### src/rtl/pipe_stage_reg_if.sv
// pipe_stage_reg_if: ready/valid payload channel between pipeline stages
interface pipe_stage_reg_if #(
   parameter int WIDTH = 32
);
   logic             valid;
   logic             ready;
   logic [WIDTH-1:0] data;
   modport master (output valid, output data, input ready);
   modport slave (input valid, input data, output ready);
endinterface

### src/rtl/pipe_stage_reg.sv
// pipe_stage_reg: ready/valid pipeline stage with flush, optional 2-entry skid buffer
// and a saturating count of entries discarded by flush
module pipe_stage_reg #(
   parameter int               WIDTH      = 32,
   parameter bit               SKID       = 1'b1,
   parameter logic [WIDTH-1:0] RESET_DATA = '0,
   parameter int               CNT_W      = 16
) (
   input  logic                  clk,
   input  logic                  rst,
   pipe_stage_reg_if.slave       i_in,
   pipe_stage_reg_if.master      o_out,
   input  logic                  i_flush,
   output logic [1:0]            o_occupancy,
   output logic [CNT_W-1:0]      o_kill_cnt
);
   localparam int SW = CNT_W + 1;
   typedef enum logic [1:0] {EMPTY = 2'd0, ONE = 2'd1, TWO = 2'd2} state_t;
   state_t           r_state, w_state_n;
   logic [WIDTH-1:0] r_main, r_skid, w_main_n, w_skid_n;
   logic [CNT_W-1:0] r_kill;
   logic             w_acc, w_emit;
   logic [1:0]       w_killed;
   logic [CNT_W:0]   w_sum;
   // with SKID the ready path sees only registered state, apart from the flush/rst gate
   assign i_in.ready  = !rst && !i_flush && (SKID ? (r_state != TWO) : (r_state == EMPTY || o_out.ready));
   assign o_out.valid = r_state != EMPTY;
   assign o_out.data  = r_main;
   assign o_occupancy = r_state;
   assign o_kill_cnt  = r_kill;
   assign w_acc       = i_in.valid && i_in.ready;
   assign w_emit      = (r_state != EMPTY) && o_out.ready;
   assign w_killed    = r_state - {1'b0, w_emit};
   assign w_sum       = {1'b0, r_kill} + SW'(w_killed);
   always_comb begin
      w_state_n = r_state;
      w_main_n  = r_main;
      w_skid_n  = r_skid;
      if (i_flush) begin
         w_state_n = EMPTY;
         w_main_n  = RESET_DATA;
         w_skid_n  = RESET_DATA;
      end else begin
         case (r_state)
            EMPTY: if (w_acc) begin
               w_state_n = ONE;
               w_main_n  = i_in.data;
            end
            ONE: if (w_acc && w_emit) begin
               w_main_n = i_in.data;
            end else if (w_emit) begin
               w_state_n = EMPTY;
               w_main_n  = RESET_DATA;
            end else if (w_acc && SKID) begin
               w_state_n = TWO;
               w_skid_n  = i_in.data;
            end
            TWO: if (w_emit) begin
               w_state_n = ONE;
               w_main_n  = r_skid;
               w_skid_n  = RESET_DATA;
            end
            default: w_state_n = EMPTY;
         endcase
      end
   end
   always_ff @(posedge clk) begin
      if (rst) begin
         r_state <= EMPTY;
         r_main  <= RESET_DATA;
         r_skid  <= RESET_DATA;
         r_kill  <= '0;
      end else begin
         r_state <= w_state_n;
         r_main  <= w_main_n;
         r_skid  <= w_skid_n;
         if (i_flush) r_kill <= w_sum[CNT_W] ? '1 : w_sum[CNT_W-1:0];
      end
   end
endmodule

### src/flat_wrapper.sv
// flat-port wrapper written by rule: the top's interface ports become plain ports
module pipe_stage_reg_flat 
#(
   parameter int               WIDTH      = 32,
   parameter bit               SKID       = 1'b1,
   parameter logic [WIDTH-1:0] RESET_DATA = '0,
   parameter int               CNT_W      = 16
)
  (clk, rst, i_flush, o_occupancy, o_kill_cnt, i_in_valid, i_in_data, i_in_ready, o_out_valid, o_out_data, o_out_ready);
  pipe_stage_reg_if #(.WIDTH(WIDTH)) i_in_i ();
  pipe_stage_reg_if #(.WIDTH(WIDTH)) o_out_i ();
  input  logic clk;
  input  logic rst;
  input  logic i_flush;
  output logic [1:0] o_occupancy;
  output logic [CNT_W-1:0] o_kill_cnt;
  input wire logic [$bits(i_in_i.valid)-1:0] i_in_valid;
  input wire logic [$bits(i_in_i.data)-1:0] i_in_data;
  output wire logic [$bits(i_in_i.ready)-1:0] i_in_ready;
  output wire logic [$bits(o_out_i.valid)-1:0] o_out_valid;
  output wire logic [$bits(o_out_i.data)-1:0] o_out_data;
  input wire logic [$bits(o_out_i.ready)-1:0] o_out_ready;
  assign i_in_i.valid = i_in_valid;
  assign i_in_i.data = i_in_data;
  assign i_in_ready = i_in_i.ready;
  assign o_out_valid = o_out_i.valid;
  assign o_out_data = o_out_i.data;
  assign o_out_i.ready = o_out_ready;
  pipe_stage_reg #(.WIDTH(WIDTH), .SKID(SKID), .RESET_DATA(RESET_DATA), .CNT_W(CNT_W)) u_core (.clk(clk), .rst(rst), .i_in(i_in_i), .o_out(o_out_i), .i_flush(i_flush), .o_occupancy(o_occupancy), .o_kill_cnt(o_kill_cnt));
endmodule
### config.mk
export PLATFORM = sky130hd
export DESIGN_NAME = pipe_stage_reg_flat
export DESIGN_NICKNAME = d
export VERILOG_FILES = /design/src/rtl/pipe_stage_reg_if.sv /design/src/rtl/pipe_stage_reg.sv /design/src/flat_wrapper.sv
export SDC_FILE = /design/constraint.sdc
export NUM_CORES = 1
export LEC_CHECK = 0
export ABC_AREA = 1
export CORE_MARGIN = 5
export CORE_UTILIZATION = 47
export CTS_BUF_LIST = sky130_fd_sc_hd__clkbuf_16
export DETAILED_ROUTE_END_ITERATION = 10
export PLACE_DENSITY = 0.81
export SLEW_MARGIN = 40
export SYNTH_ARGS = -nofsm -noshare
export SYNTH_HDL_FRONTEND = slang
export SYNTH_SLANG_ARGS = --single-unit
### constraint.sdc
create_clock -name clk -period 2.55 [get_ports clk]
set_input_delay 0.765 -clock clk [delete_from_list [all_inputs] [get_ports clk]]
set_output_delay 0.765 -clock clk [all_outputs]
set_load 0.005 [all_outputs]
Word-level counts from Yosys, hierarchy flattened

Index checks and enable logic that the tools add are counted.

Register bits: 82
Logic and storage cells: 46
Output and inout port bits: 52
Input bits: 37

Muxes and demuxes: 15
Equal/unequal tests: 10
Add/sub/neg operators: 2
Reduce and logical (&&, ||, !) cells: 15

Operators with widths:

| cell                                                | count |
|---|---|
| two-way mux 32 bit                                  | 6 |
| one-hot mux 32 bit (3 select lines)                 | 1 |
| one-hot mux 32 bit (2 select lines)                 | 1 |
| adder 16 x 2 -> 17 bit                              | 1 |
| two-way mux 16 bit                                  | 1 |
| two-way mux 2 bit                                   | 5 |
| AND reduction 4 bit                                 | 2 |
| != test 2 x 1 -> 1 bit, second input constant       | 3 |
| != test 2 bit, second input constant                | 3 |
| != test 3 x 1 -> 1 bit, second input constant       | 2 |
| one-hot mux 2 bit (3 select lines)                  | 1 |
| logical AND 1 bit                                   | 5 |
| AND reduction 5 bit                                 | 1 |
| nonzero test 2 bit                                  | 2 |
| nonzero test 3 bit                                  | 1 |
| equality test 2 x 1 -> 1 bit, second input constant | 1 |
| equality test 2 bit, second input constant          | 1 |
| logical NOT 1 bit                                   | 2 |
| logical NOT 2 bit                                   | 1 |
| OR reduction 2 bit                                  | 1 |
| subtractor 2 x 1 -> 2 bit                           | 1 |

Longest topological paths before layout

Gate-level depths: netlist of run 1.

Depth after elaboration: 8
Mapped depth: 16
Gate-level depth less buffers: 16

Worst setup path before layout of run 1

No wires, ideal clock.

Path type: in2reg
Start point: input port o_out_ready
End point: register u_core.r_kill[10], in the netlist u_core.o_kill_cnt[10]
Setup time: 109 ps
Stages: 13
Buffers on the path: 1
Slack: 60 ps
Arrival time: 2381 ps
Data required time: 2441 ps
Path through: inv_1 nor2_1 ha_1 inv_1 ha_1 fa_1 nand3_1 nor3_4 nand3_2 buf_2 nand3_1 nand2_1 inv_1

Longest elaborated chain between the ends: 4

Ends and longest elaborated chain:

| element                   | RTL line             | RTL |
|---|---|---|
| start: declaration        | flat_wrapper.sv:22   | `input wire logic [$bits(o_out_i.ready)-1:0] o_out_ready;` |
| logical AND 1 bit         | pipe_stage_reg.sv:32 | `assign w_emit = (r_state != EMPTY) && o_out.ready;` |
| subtractor 2 x 1 -> 2 bit | pipe_stage_reg.sv:33 | `assign w_killed = r_state - {1'b0, w_emit};` |
| adder 16 x 2 -> 17 bit    | pipe_stage_reg.sv:34 | `assign w_sum = {1'b0, r_kill} + SW'(w_killed);` |
| two-way mux 16 bit        | pipe_stage_reg.sv:77 | `if (i_flush) r_kill <= w_sum[CNT_W] ? '1 : w_sum[CNT_W-1:0];` |
| end signal: assignment    | pipe_stage_reg.sv:77 |  |
| end: declaration          | pipe_stage_reg.sv:21 | `logic [CNT_W-1:0] r_kill;` |

Every way passes these cells.
A chain may end at the register's enable or synchronous reset.

Final worst setup path of run 1

Start point: input port o_out_ready
End point: register u_core.r_kill[12], in the netlist u_core.o_kill_cnt[12]

The elaborated chain is that of the path after synthesis.

==> insert_results.sql, run 1 <==
INSERT INTO impl_metrics (metric_group, metric, value, unit) VALUES
('placement', 'port_buffers', '88', ''),
('global_route', 'grt_use_total', '0.203', ''),
('yosys', 'cell_types_with_the_largest_area_share_after_synthesis', 'sky130_fd_sc_hd__dfxtp_1 (36%), sky130_fd_sc_hd__nand2_1 (17%), sky130_fd_sc_hd__nor2_1 (13%)', ''),
('power_and_ir_drop', 'power_frac_clock', '0.377', ''),
('worst_hold_path', 'holdCritPathClass', 'reg2reg', ''),
('drt', 'via_count', '4617', ''),
('status', 'outcome', 'complete, no violations', ''),
('yosys', 'synth_sequential_area_ratio', '0.358', ''),
('finish', 'multi_input_area', '0.00233', 'mm²'),
('sta', 'setup-violations-final', '0', ''),
('drt', 'drt_pre_antenna_iters', '8', ''),
('power_and_ir_drop', 'vdd_drop_max', '371', 'µV'),
('cts', 'cts_tree', 'yes', ''),
('drt', 'avgViaCountPerCell', '4.75', ''),
('drt', 'drt_first_iter_violations', '246', ''),
('global_route', 'grt_pass1_vias', '4237', ''),
('cts', 'cts-root-to-sink-buffers', '2', ''),
('drt', 'drt-wirelength-per-cell', '12.1', 'µm'),
('job', 'max_cap_viol_count', '0', ''),
('sta', 'slew_violations', '0', ''),
('placement', 'instance_area_at_placement', '0.00575', 'mm²'),
('finish', 'post-route-cell-area', '0.00611', 'mm²'),
('finish', 'mostFrequentLayoutCell', 'sky130_fd_sc_hd__nand2_1', ''),
('yosys', 'yosysWarnings', '0', ''),
('setup_path', 'critPathSlowestCell', 'sky130_fd_sc_hd__nor3_4', ''),
('sta', 'timing_worst_slew_pin_value', '0.493', 'ns'),
('sta', 'post_route_clock_period_utilization', '0.948', ''),
('yosys', 'post-synth-top-area-fraction', '0.358', ''),
('floorplanning', 'pin_count', '89', ''),
('cts', 'clk_pin_slew', '0.06', 'ns'),
('setup_path', 'cp_cell_sequence', 'dlygate4sd2_1 > inv_1 > nor2_2 > ha_1 > inv_2 > ha_4 > fa_2 > nand3_4 > nor3_4 > buf_6 > nand4_1 > nand2_1 > nor2_1', ''),
('cts', 'cts.htree.levels', '3', ''),
('power_and_ir_drop', 'p_seq_frac', '0.405', ''),
('finish', 'antenna_cells', '0', ''),
('cts', 'clock_sink_count', '82', ''),
('finish', 'area_growth_syn_to_layout', '33.1', '%'),
('floorplanning', 'die_width', '109', 'µm'),
('floorplanning', 'fp.dieArea', '0.0118', 'mm²'),
('drt', 'drcViolationCount', '0', ''),
('yosys', 'synthesis.area', '0.00459', 'mm²'),
('cts', 'cts_root_buf', 'sky130_fd_sc_hd__clkbuf_16', ''),
('yosys', 'syn-mean-instance-area', '6.20', 'µm²'),
('sta', 'clock-skew-final', '0.00672', 'ns'),
('power_and_ir_drop', 'power_per_cell_area', '550', 'mW/mm²'),
('yosys', 'syn-num-nets', '786', ''),
('power_and_ir_drop', 'p_int', '0.00242', 'W'),
('drt', 'postRouteWirelength', '11.7', 'mm'),
('floorplanning', 'initial_core_util', '0.476', ''),
('cts', 'cts_hold_buffers', '0', ''),
('sta', 'slew_headroom', '0.669', ''),
('finish', 'final_core_util', '0.634', ''),
('setup_path', 'worst_path_dominant_cell_family', 'simple AND/OR/NAND/NOR gates', ''),
('floorplanning', 'die_y', '109', 'µm'),
('finish', 'final_cells', '971', ''),
('drt', 'antenna_violating_nets_post_route', '0', ''),
('finish', 'layout-drive-gt1-share', '0.0764', ''),
('finish', 'fin_nets', '879', ''),
('floorplanning', 'core-area', '0.00964', 'mm²'),
('finish', 'sequential_cell_area', '0.00164', 'mm²'),
('yosys', 'yosysUniqueCellTypes', '30', ''),
('placement', 'place_congestion', '0.849', ''),
('floorplanning', 'placement_rows', '36', ''),
('yosys', 'synthCells', '740', ''),
('power_and_ir_drop', 'netSwitchingPower', '0.000942', 'W'),
('setup_path', 'critical_path.max_fanout', '5', ''),
('sta', 'finalWorstSetupSlack', '0.134', 'ns'),
('power_and_ir_drop', 'combPwrFrac', '0.218', ''),
('sta', 'final.min_clock_period', '2.42', 'ns'),
('sta', 'timing.hold.ws', '0.515', 'ns'),
('placement', 'placed_cells', '953', ''),
('global_route', 'grt.overflow.total', '0', '');
==> worst register-to-register path: cells and delay by family (launching register included) <==
family	cells	cell delay, ns
flops	1	0.32
buf+inv	3	0.32
simple gates	6	0.69
fa+ha+maj	4	0.87
==> power groups by stage <==
stage | clock network, W | registers, W | logic [W]
4_1_cts | 0.00129 | 0.00136 | 0.000737
3_5_place_dp | 0 | 0.00139 | 0.000723
3_3_place_gp | 0 | 0.00139 | 0.000720
5_1_grt | 0.00134 | 0.00137 | 0.000824
2_1_floorplan | 0 | 0.00139 | 0.000436
6_report | 0.00127 | 0.00136 | 0.000732
==> per-stage QoR <==
stage	power [W]	setup TNS [ns]
floorplan	0.00183	0
global placement	0.00211	-20.84
detailed placement	0.00211	-22.75
CTS	0.00339	0
global route	0.00353	0
finish	0.00336	0
==> logic make-up after synthesis <==
logic type	Yosys count	share of synthesized area
xor gates and xnor gates	5	0.00954
buffers and inverters	164	0.148
AOI/OAI and AO/OA	54	0.0793
and+or+nand+nor	426	0.380
DFF	82	0.358
adders and majority gates	9	0.0262
==> sequential cells by signal (all words and copies together), names as in the netlist <==
register	count
u_core.o_occupancy	2
u_core.o_out.data	32
u_core.o_kill_cnt	16
u_core.r_skid	32
==> layer usage <==
layer	part of all wire	track usage
met2	0.49	0.359
met3	0.061	0.0385
met1	0.44	0.253
met5	0	0
met4	0.016	0.0568
==> final timing paths <==
| check | slack [ns] | cells after the start | start | endpoint |
|---|---|---|---|---|
| worst max register to register | 0.24 | 13 | u_core.o_occupancy[0] | u_core.o_kill_cnt[12] |
| worst min-delay path | 0.51 | 4 | u_core.o_out.data[14] | u_core.o_out.data[14] |
| worst min register to register | 0.51 | 4 | u_core.o_out.data[14] | u_core.o_out.data[14] |
| worst max-delay path | 0.13 | 13 | o_out_ready | u_core.o_kill_cnt[12] |
==> repair_timing <==
| action | in CTS | in global routing |
|---|---|---|
| endpoints found under the setup margin | 17 | 13 |
| gates cloned | 1 | 0 |
| gates resized for setup | 15 | 1 |
| pin swaps | 5 | 1 |
| setup buffers | 1 | 0 |
==> cell type report <==
cell class,count,share of cell area
clock buffers,9,0.0369
well taps,133,0.0272
multi-input cells,495,0.381
clock inverters,7,0.0100
inverters,127,0.0780
repair buffers,118,0.198
flip-flops and latches,82,0.269
==> cell usage after synthesis <==
library cell               count
sky130_fd_sc_hd__and3_1        1
sky130_fd_sc_hd__nor2_1      153
sky130_fd_sc_hd__fa_1          1
sky130_fd_sc_hd__nand2_2       3
sky130_fd_sc_hd__o211ai_1     32
sky130_fd_sc_hd__a31oi_1       1
sky130_fd_sc_hd__buf_2        17
sky130_fd_sc_hd__nor3_2        1
sky130_fd_sc_hd__buf_4         3
sky130_fd_sc_hd__nor3_1        2
sky130_fd_sc_hd__buf_6         4
sky130_fd_sc_hd__dfxtp_1      82
sky130_fd_sc_hd__nor2_4        1
sky130_fd_sc_hd__inv_1       125
sky130_fd_sc_hd__clkbuf_1     13
sky130_fd_sc_hd__nor2_2        2
sky130_fd_sc_hd__xor2_1        5
sky130_fd_sc_hd__inv_2         2
sky130_fd_sc_hd__nand3_1      45
sky130_fd_sc_hd__o21ai_0       5
sky130_fd_sc_hd__nor2_8        1
sky130_fd_sc_hd__nand4_1       3
sky130_fd_sc_hd__ha_1          8
sky130_fd_sc_hd__and2_1        1
sky130_fd_sc_hd__nor3_4        1
sky130_fd_sc_hd__nand3_2       2
sky130_fd_sc_hd__nand3b_1      1
sky130_fd_sc_hd__o21bai_1      5
sky130_fd_sc_hd__a21oi_1      11
sky130_fd_sc_hd__nand2_1     209
Note: power is estimated with default switching activity, not from simulation.
==> inputs of run 2 (changes only) <==
Settings changed: CORE_UTILIZATION 47 to 25, PLACE_DENSITY 0.81 to 0.51.
==> run 2 against run 1 <==
Effect of this change: fmax rose by 1.2%; sequential power barely moved; register-to-register slack barely moved; flip-flop and latch count did not move; routed wire length rose by 16%; final cell count rose by 10%.
==> insert_results.sql, run 2 (synthesis results as in run 1) <==
INSERT INTO impl_metrics (metric_group, metric, value, unit) VALUES
('setup_path', 'critPathSlowestCell', 'sky130_fd_sc_hd__nor3_4', ''),
('sta', 'setup-violations-final', '0', ''),
('cts', 'clk_pin_slew', '0.06', 'ns'),
('finish', 'layout_common_cells', 'sky130_fd_sc_hd__nand2_1 (209), sky130_fd_sc_hd__nor2_1 (151), sky130_fd_sc_hd__inv_1 (126)', ''),
('setup_path', 'critical_path.max_fanout', '5', ''),
('finish', 'mostFrequentLayoutCell', 'sky130_fd_sc_hd__nand2_1', ''),
('floorplanning', 'placement_rows', '49', ''),
('drt', 'drt_first_iter_violations', '297', ''),
('power_and_ir_drop', 'vdd_drop_max', '359', 'µV'),
('drt', 'route.top_layer_used', 'met4', ''),
('global_route', 'grt_pass1_vias', '4293', ''),
('setup_path', 'worstSetupStartpointType', 'input port', ''),
('setup_path', 'cp_slowest_stage_delay', '0.30', 'ns'),
('finish', 'final_cells', '1070', ''),
('cts', 'cts.htree.levels', '3', ''),
('sta', 'fmaxAchievable', '419', 'MHz'),
('global_route', 'antenna_violations_before_repair', '0', ''),
('setup_path', 'worst_path_dominant_cell_family', 'adder cells', ''),
('cts', 'cts_tree', 'yes', ''),
('drt', 'antenna_violating_nets_post_route', '0', ''),
('global_route', 'grt_use_total', '0.130', ''),
('power_and_ir_drop', 'power.static_leakage', '2.89', 'nW'),
('global_route', 'grt_first_pass_wirelength', '22.5', 'mm'),
('drt', 'postRouteWirelength', '13.6', 'mm'),
('drt', 'wl_met3', '487', 'µm'),
('power_and_ir_drop', 'power_per_cell_area', '528', 'mW/mm²'),
('drt', 'drt_pre_antenna_iters', '8', ''),
('floorplanning', 'initial_core_util', '0.255', ''),
('cts', 'worst_skew_pair.late_latency', '0.35', 'ns'),
('global_route', 'grt.overflow.total', '0', ''),
('status', 'outcome', 'complete, no violations', ''),
('sta', 'timing_worst_slew_pin_value', '0.500', 'ns'),
('drt', 'drt-wirelength-per-cell', '12.7', 'µm'),
('sta', 'slew_violations', '0', ''),
('finish', 'layout-drive-gt1-share', '0.0797', ''),
('setup_path', 'arrival', '2.63', 'ns'),
('floorplanning', 'die_width', '145', 'µm'),
('cts', 'clock_sink_count', '82', ''),
('job', 'max_cap_viol_count', '0', ''),
('drt', 'route.layer.met1.wl', '6.44', 'mm'),
('cts', 'cts_buffer_count', '9', ''),
('setup_path', 'cp_cell_sequence', 'dlygate4sd2_1 > inv_1 > nor2_2 > ha_1 > inv_2 > ha_4 > fa_2 > nand3_2 > nor3_4 > buf_4 > nand3_1 > nand2_1 > a21oi_1', ''),
('placement', 'port_buffers', '88', ''),
('drt', 'drcViolationCount', '0', ''),
('sta', 'post_route_clock_period_utilization', '0.936', ''),
('setup_path', 'critPathBufInv', '4', ''),
('cts', 'cts_root_buf', 'sky130_fd_sc_hd__clkbuf_16', ''),
('setup_path', 'worst_setup_path_end_kind', 'register', ''),
('setup_path', 'critPathRequiredTime', '2.79', 'ns'),
('placement', 'place_congestion', '0.759', ''),
('finish', 'fin_nets', '883', ''),
('sta', 'final.min_clock_period', '2.39', 'ns'),
('floorplanning', 'pin_count', '89', ''),
('worst_hold_path', 'holdCritPathClass', 'reg2reg', ''),
('placement', 'placed_cells', '1053', ''),
('drt', 'avgViaCountPerCell', '4.17', ''),
('sta', 'clock-skew-final', '0.00692', 'ns'),
('floorplanning', 'core-area', '0.0180', 'mm²'),
('drt', 'detailroute.wirelength.met2', '6.34', 'mm'),
('setup_path', 'worst-setup-path-type', 'in2reg', ''),
('floorplanning', 'die_y', '145', 'µm'),
('finish', 'antenna_cells', '0', ''),
('placement', 'detailed_place_hpwl', '9.50', 'mm'),
('sta', 'timing.hold.ws', '0.515', 'ns'),
('cts', 'cts-root-to-sink-buffers', '2', ''),
('finish', 'area_growth_syn_to_layout', '35.0', '%'),
('floorplanning', 'fp.dieArea', '0.0212', 'mm²'),
('sta', 'unrepaired_setup_endpoints_after_global_routing', 'no', ''),
('sta', 'slew_headroom', '0.665', ''),
('power_and_ir_drop', 'report.power.total', '0.00327', 'W'),
('sta', 'final-hold-violation-count', '0', ''),
('drt', 'via_count', '4463', ''),
('global_route', 'maximum_number_of_pins_on_one_net_before_global_route_repair', '36', '');
-- run 2: power breakdown --
group | internal, W | switching [W]
registers | 0.00134 | 0.0000250
logic | 0.000334 | 0.000403
clock network | 0.000639 | 0.000534
total | 0.00231 | 0.000962
-- run 2: area by class of cell --
type | instances | area [µm²]
Timing Repair Buffer | 122 | 1210
Multi-Input combinational cell | 495 | 2320
Tap cell | 229 | 287
Sequential cell | 82 | 1640
Fill cell | 2009 | 11800
Clock buffer | 9 | 225
Clock inverter | 6 | 27.5
Inverter | 127 | 477
-- run 2: worst paths after layout --
check	end	slack, ns	depth (start not counted)	start
worst min-delay path	u_core.o_out.data[10]	0.51	4	u_core.o_out.data[10]
worst max-delay path	u_core.o_kill_cnt[8]	0.16	13	o_out_ready
worst min register to register	u_core.o_out.data[10]	0.51	4	u_core.o_out.data[10]
worst max register to register	u_core.o_kill_cnt[8]	0.24	13	u_core.o_occupancy[0]
-- run 2: layer usage --
layer / GRT usage / vias to the layer above
li1: - / 2419
met1: 0.167 / 1954
met2: 0.213 / 71
met3: 0.0240 / 19
met4: 0.0546 / 0
met5: 0 / -
-- run 2: per-stage QoR --
step           instance area (µm²)   util  setup slack [ns]  setup TNS (ns)
5_1_grt                       6190  0.344            0.0162               0
3_5_place_dp                  5880  0.326            -0.561          -28.58
6_report                      6190  0.344             0.163               0
3_3_place_gp                  5880  0.326            -0.487          -27.68
2_1_floorplan                 4590      -            0.0598               0
4_1_cts                       6190  0.344            0.0490               0
-- run 2: repair_timing --
action	in CTS	in global routing
pin swaps	7	0
gates resized for setup	15	1
setup buffers	1	0
setup endpoints to repair	16	1
gates cloned	1	0
hold buffers	0	0
-- run 2: worst register-to-register path, delay by kind of cell, from the launching register on --
kind | cells | cell delay (ns)
adders and majority gates | 4 | 0.82
and+or+nand+nor | 5 | 0.66
buffers and inverters | 3 | 0.34
DFF | 1 | 0.32
AOI/OAI and AO/OA | 1 | 0.06
